File: config.mk
export PLATFORM = sky130hd
export DESIGN_NAME = fetch_queue
export DESIGN_NICKNAME = d
export VERILOG_FILES = /design/src/rtl/fetch_queue.sv
export SDC_FILE = /design/constraint.sdc
export NUM_CORES = 1
export LEC_CHECK = 0
export CAP_MARGIN = 10
export CORE_UTILIZATION = 35
export DETAILED_ROUTE_END_ITERATION = 8
export GPL_TIMING_DRIVEN = 0
export HOLD_SLACK_MARGIN = 0.15
export SLEW_MARGIN = 20
export SYNTH_ARGS = -nofsm -noshare
export SYNTH_HDL_FRONTEND = slang
export SYNTH_SLANG_ARGS = --single-unit
File: constraint.sdc
create_clock -name clk -period 9.4 [get_ports clk]
set_input_delay 1.41 -clock clk [delete_from_list [all_inputs] [get_ports clk]]
set_output_delay 1.41 -clock clk [all_outputs]
set_load 0.1 [all_outputs]
File: src/rtl/fetch_queue.sv
// Fetch stage with a credit-limited request path to instruction memory and a
// DEPTH-entry {pc, instr} queue that drains to decode; redirect flushes both.
module fetch_queue #(
  parameter int              XLEN     = 32,
  parameter int              DEPTH    = 4,
  parameter logic [XLEN-1:0] RESET_PC = '0
) (
  input  logic                     clk,
  input  logic                     rst,
  input  logic                     redirect,
  input  logic [XLEN-1:0]          redirect_pc,
  output logic                     imem_req_valid,
  input  logic                     imem_req_ready,
  output logic [XLEN-1:0]          imem_req_addr,
  input  logic                     imem_rsp_valid,
  input  logic [XLEN-1:0]          imem_rsp_data,
  output logic                     out_valid,
  input  logic                     out_ready,
  output logic [XLEN-1:0]          out_pc,
  output logic [XLEN-1:0]          out_instr,
  output logic [$clog2(DEPTH):0]   count
);
  localparam int              AW    = $clog2(DEPTH);
  localparam int              CW    = AW + 1;
  localparam logic [CW:0]     LIMIT = (CW+1)'(DEPTH);

  // Handshakes: a transfer occurs on a rising edge where valid && ready;
  // valid never depends on ready, and a redirect cycle cancels both the
  // outgoing request and any pop.
  logic [XLEN-1:0] fetch_pc;
  logic [XLEN-1:0] rsp_pc;
  logic [XLEN-1:0] redirect_base;
  logic [CW-1:0]   inflight;
  logic [CW-1:0]   drop;
  logic [AW-1:0]   rd_ptr;
  logic [AW-1:0]   wr_ptr;
  logic [CW:0]     credit_used;
  logic            accept;
  logic            rsp_take;
  logic            rsp_drop;
  logic            push;
  logic            pop;
  logic [XLEN-1:0] mem_pc    [DEPTH];
  logic [XLEN-1:0] mem_instr [DEPTH];

  assign redirect_base  = {redirect_pc[XLEN-1:2], 2'b00};
  assign credit_used    = {1'b0, inflight} + {1'b0, count};
  assign imem_req_valid = rst && !redirect && (credit_used < LIMIT);
  assign imem_req_addr  = fetch_pc;
  assign accept         = imem_req_valid && imem_req_ready;
  // A response with nothing outstanding is a protocol error and is ignored.
  assign rsp_take       = imem_rsp_valid && (inflight != '0);
  assign rsp_drop       = rsp_take && (drop != '0);
  assign push           = rsp_take && !rsp_drop && !redirect;
  assign out_valid      = (count != '0);
  assign pop            = out_valid && out_ready && !redirect;
  assign out_pc         = out_valid ? mem_pc[rd_ptr]    : '0;
  assign out_instr      = out_valid ? mem_instr[rd_ptr] : '0;

  always_ff @(posedge clk or negedge rst) begin
    if (!rst) begin
      fetch_pc <= RESET_PC;
      rsp_pc   <= RESET_PC;
      inflight <= '0;
      drop     <= '0;
      count    <= '0;
      rd_ptr   <= '0;
      wr_ptr   <= '0;
    end else begin
      inflight <= inflight + CW'(accept) - CW'(rsp_take);
      if (redirect) begin
        // Everything still outstanding after this edge belongs to the old path.
        fetch_pc <= redirect_base;
        rsp_pc   <= redirect_base;
        drop     <= inflight - CW'(rsp_take);
        count    <= '0;
        rd_ptr   <= '0;
        wr_ptr   <= '0;
      end else begin
        if (accept) fetch_pc <= fetch_pc + XLEN'(4);
        if (rsp_drop) drop <= drop - CW'(1);
        if (push) begin
          wr_ptr <= wr_ptr + AW'(1);
          rsp_pc <= rsp_pc + XLEN'(4);
        end
        if (pop) rd_ptr <= rd_ptr + AW'(1);
        count <= count + CW'(push) - CW'(pop);
      end
    end
  end

  always_ff @(posedge clk) begin
    if (push) begin
      mem_pc[wr_ptr]    <= rsp_pc;
      mem_instr[wr_ptr] <= imem_rsp_data;
    end
  end
endmodule

==> tab_implementation.tex <==
\begin{tabular}{lr}
\hline
Metric & Value \\
\hline
\multicolumn{2}{l}{\textbf{Critical path}} \\
\quad Critical R2R Launch & count[1] \\
\quad Worst R2R End & inflight[1] \\
\quad Crit Path Class & in2out \\
\quad Number of cells traversed by the worst register-to-register path & 12 \\
\quad Data required time of the critical path & 7.99 ns \\
\quad Capturing element of the worst setup path & imem\_req\_valid \\
\quad Endpoint arrival time on the critical path & 3.72 ns \\
\quad Type of destination of the critical path & output port \\
\quad Kind of launch point of the worst setup path & primary input \\
\quad Crit path launch & rst \\
\quad Reg2Reg Setup Slack & 6.35 ns \\
\quad Worst-path maximum fanout & 48 \\
\multicolumn{2}{l}{\textbf{Placed design}} \\
\quad Total instance count after detailed placement & 1,543 \\
\quad Last weighted congestion value of the routability-driven placer & 0.8685 \\
\quad Port Buffers & 163 \\
\quad Detail Placement HPWL & 21,360 µm \\
\multicolumn{2}{l}{\textbf{STA}} \\
\quad Worst slew pin tran & 1.083 ns \\
\quad Final number of setup-violating endpoints & 0 \\
\quad RSZ-0062 raised after global routing & false \\
\quad Maximum clock frequency & 195.0 MHz \\
\quad Tcrit/Tclk final & 54.57\% \\
\quad Final critical delay including setup and external delays & 5.129 ns \\
\quad Max-Slew Margin vs Limit & 27.61\% \\
\quad Clock skew after layout & 0.01437 ns \\
\quad Number of hold violations in the final report & 0 \\
\quad Final-report max-slew violation count & 0 \\
\quad Final-layout setup total negative slack & 0 ns \\
\multicolumn{2}{l}{\textbf{Logic synthesis}} \\
\quad Synth Warn \# & 0 \\
\quad Combinational family with the most area after synthesis & multiplexers \\
\quad Simple-gate share of the synthesized area & 10.90\% \\
\quad Synthesized instance count & 854 \\
\quad Share of flip-flops with an asynchronous set or reset & 22.74\% \\
\quad Post-Synthesis Mean Instance Area & 16.10 µm² \\
\quad Number of synthesized flops with an enable pin & 248 \\
\quad Library cells used by synthesis & 57 \\
\quad Main flop type after synthesis & sky130\_fd\_sc\_hd\_\_edfxtp\_1 \\
\quad Synthesized-area fraction occupied by adder cells & 1.747\% \\
\quad Synthesized-area fraction occupied by ao, oa, aoi and oai cells & 2.967\% \\
\quad Area of the mapped netlist & 13,750 µm² \\
\quad Post-synthesis sequential area ratio & 67.45\% \\
\quad Number of synthesized register bits & 321 \\
\quad XOR/XNOR Fraction of Synth Area & 3.121\% \\
\quad Mux contribution to synthesized area & 11.67\% \\
\multicolumn{2}{l}{\textbf{Global routing}} \\
\quad Global-route congestion overflow total & 0 \\
\quad Pin count of the biggest net entering global routing & 49 \\
\quad Antenna violations before repair & 0 \\
\quad Combined global-route utilization of all metal layers & 16.09\% \\
\quad Number of global-route vias before repair & 8,359 \\
\quad Global-route wire length before repair & 49,790 µm \\
\multicolumn{2}{l}{\textbf{Finish}} \\
\quad Antenna cells & 0 \\
\quad Most common cell after layout, fill and taps aside & sky130\_fd\_sc\_hd\_\_edfxtp\_1 \\
\quad Finished Core Util & 44.90\% \\
\quad Fillers & 3,490 \\
\quad Share of layout cells above drive strength 1 & 16.76\% \\
\quad Most frequent cells in the layout & sky130\_fd\_sc\_hd\_\_edfxtp\_1 (248), sky130\_fd\_sc\_hd\_\_clkdlybuf4s50\_1 (162), sky130\_fd\_sc\_hd\_\_dfrtp\_1 (73), sky130\_fd\_sc\_hd\_\_and2\_1 (63), sky130\_fd\_sc\_hd\_\_mux4\_2 (62) \\
\quad NumNets Final & 1,152 \\
\quad Fin cells & 1,610 \\
\quad Layout overhead on the synthesized area & 26.50\% \\
\multicolumn{2}{l}{\textbf{Route}} \\
\quad Post-DR wirelength/cell & 19.83 µm \\
\quad Residual DRC & 0 \\
\quad Drt first pass iters & 4 \\
\quad Detailed-route vias per instance & 5.020 \\
\quad Final routed wirelength across all metal layers & 31,930 µm \\
\quad Vias & 8,082 \\
\quad Drt initial violations & 423 \\
\quad Count of antenna-violating nets left after detailed routing & 0 \\
\multicolumn{2}{l}{\textbf{Die}} \\
\quad Total number of placement rows & 72 \\
\quad CORE AREA & 38,740 µm² \\
\quad Die ar. & 40,080 µm² \\
\quad Starting Density & 35.49\% \\
\quad Die span in y & 200.2 µm \\
\quad Die boundary width & 200.2 µm \\
\quad Boundary pin count & 171 \\
\multicolumn{2}{l}{\textbf{CTS}} \\
\quad Clock net sink count & 321 \\
\quad CTS tree & built \\
\quad Clock-pin slew on the worst setup and hold paths & 0.06 ns \\
\quad Number of buffers added for setup after CTS & 0 \\
\quad Cts repair resizes & 0 \\
\quad Number of buffers created by CTS & 37 \\
\quad Max clock buf depth & 3 \\
\quad Library cell used as clock root buffer & sky130\_fd\_sc\_hd\_\_clkbuf\_16 \\
\quad Hold buffer count at cts & 0 \\
\quad H-tree depth reported by CTS & 2 \\
\quad Worst-Skew Late Latency & 0.52 ns \\
\multicolumn{2}{l}{\textbf{Worst hold path}} \\
\quad Path class of the lowest-slack min-delay path & reg2reg \\
\multicolumn{2}{l}{\textbf{Power}} \\
\quad Leakage power of the design & 0.005884 µW \\
\quad IR drop worst, VDD & 135.8 µV \\
\quad Power density relative to cell area & 308.0 nW/µm² \\
\multicolumn{2}{l}{\textbf{Status}} \\
\quad Run status & complete, no violations \\
\multicolumn{2}{l}{\textbf{Run}} \\
\quad Maxcap violations & 0 \\
\hline
\end{tabular}
==> synthesized netlist by cell type, types with 8 or more instances <==
| cell type | count | area [µm²] |
|---|---|---|
| sky130_fd_sc_hd__mux4_2 | 62 | 1396 |
| sky130_fd_sc_hd__nand4_1 | 27 | 168.9 |
| sky130_fd_sc_hd__o211ai_1 | 8 | 60.06 |
| sky130_fd_sc_hd__clkbuf_1 | 22 | 82.58 |
| sky130_fd_sc_hd__xnor2_1 | 24 | 210.2 |
| sky130_fd_sc_hd__mux2_2 | 14 | 157.7 |
| sky130_fd_sc_hd__o21ai_0 | 27 | 135.1 |
| sky130_fd_sc_hd__nand2_1 | 53 | 198.9 |
| sky130_fd_sc_hd__nor4_1 | 10 | 62.56 |
| sky130_fd_sc_hd__nand3_1 | 34 | 170.2 |
| sky130_fd_sc_hd__inv_1 | 18 | 67.56 |
| sky130_fd_sc_hd__xor2_1 | 25 | 219.0 |
| sky130_fd_sc_hd__ha_1 | 16 | 200.2 |
| sky130_fd_sc_hd__and2_1 | 67 | 419.2 |
| sky130_fd_sc_hd__a21oi_1 | 10 | 50.05 |
| sky130_fd_sc_hd__buf_2 | 10 | 50.05 |
| sky130_fd_sc_hd__nor2_1 | 22 | 82.58 |
| sky130_fd_sc_hd__dfrtp_1 | 73 | 1827 |
| sky130_fd_sc_hd__edfxtp_1 | 248 | 7447 |
==> layer usage <==
layer  part of all wire (%)  GRT usage [%]
met1                     46          22.97
met2                     46          25.24
met3                    5.7          3.270
met4                    1.7          3.736
met5                      0              0
==> area by class of cell <==
type                       count  area, µm²  share of cell area (%)
timing repair buffer         168       1737                   9.985
clock inverter                24      259.0                   1.489
tap                          518      648.1                   3.726
inverter                      19      71.32                  0.4100
sequential                   321       9274                   53.32
clock buffer                  43      978.4                   5.626
buffer                        42      220.2                   1.266
multi-input combinational    475       4205                   24.18
==> critical path, stage by stage <==
cell and delay, ns:
sky130_fd_sc_hd__buf_4 0.34, sky130_fd_sc_hd__buf_16 0.29, sky130_fd_sc_hd__nor2b_1 0.24, sky130_fd_sc_hd__nand3_1 0.16, sky130_fd_sc_hd__inv_1 0.10, sky130_fd_sc_hd__clkdlybuf4s50_1 1.13
==> power breakdown <==
group	switching [µW]	total, µW	internal, µW	leakage [µW]
registers	90.5	1720	1620	0.00311
logic	1580	2190	609	0.00216
clock network	567	1450	886	0.000609
total	2240	5360	3120	0.00588
==> sequential cells by signal, indices dropped and copies added, names as in the netlist <==
signal         count
imem_req_addr     30
mem_instr        128
rsp_pc            30
count              3
inflight           3
mem_pc           120
wr_ptr             2
drop               3
rd_ptr             2
==> cell families after synthesis <==
logic type	after synthesis
multiplexers	81
other	1
adder cells (fa/ha/maj)	18
flip-flops	321
buffers and inverters	61
XOR/XNOR	49
AO/OA/AOI/OAI	65
AND/OR/NAND/NOR	258
==> worst min-delay path by stage <==
stage	from	end	slack [ns]	depth (start not counted)
after floorplan	rsp_pc[31]	mem_pc[0][31]	0.49	0
after global placement	drop[1]	drop[1]	0.53	2
after detailed placement	drop[1]	drop[1]	0.54	2
after CTS	drop[1]	drop[1]	0.55	2
after global routing	rsp_pc[21]	mem_pc[2][21]	0.59	0
final	drop[1]	drop[1]	0.56	2
==> per-stage QoR <==
step	setup WS [ns]	hold slack [ns]	total power [µW]	instance area, µm²
final	4.271	0.5606	5357	17390
after detailed placement	4.268	0.5426	3961	16160
after global routing	4.084	0.5937	5566	17390
after CTS	4.250	0.5549	5430	17390
after global placement	1.712	0.5319	3950	16040
after floorplan	4.928	0.4941	3405	13760
(Power assumes the default switching activity.)
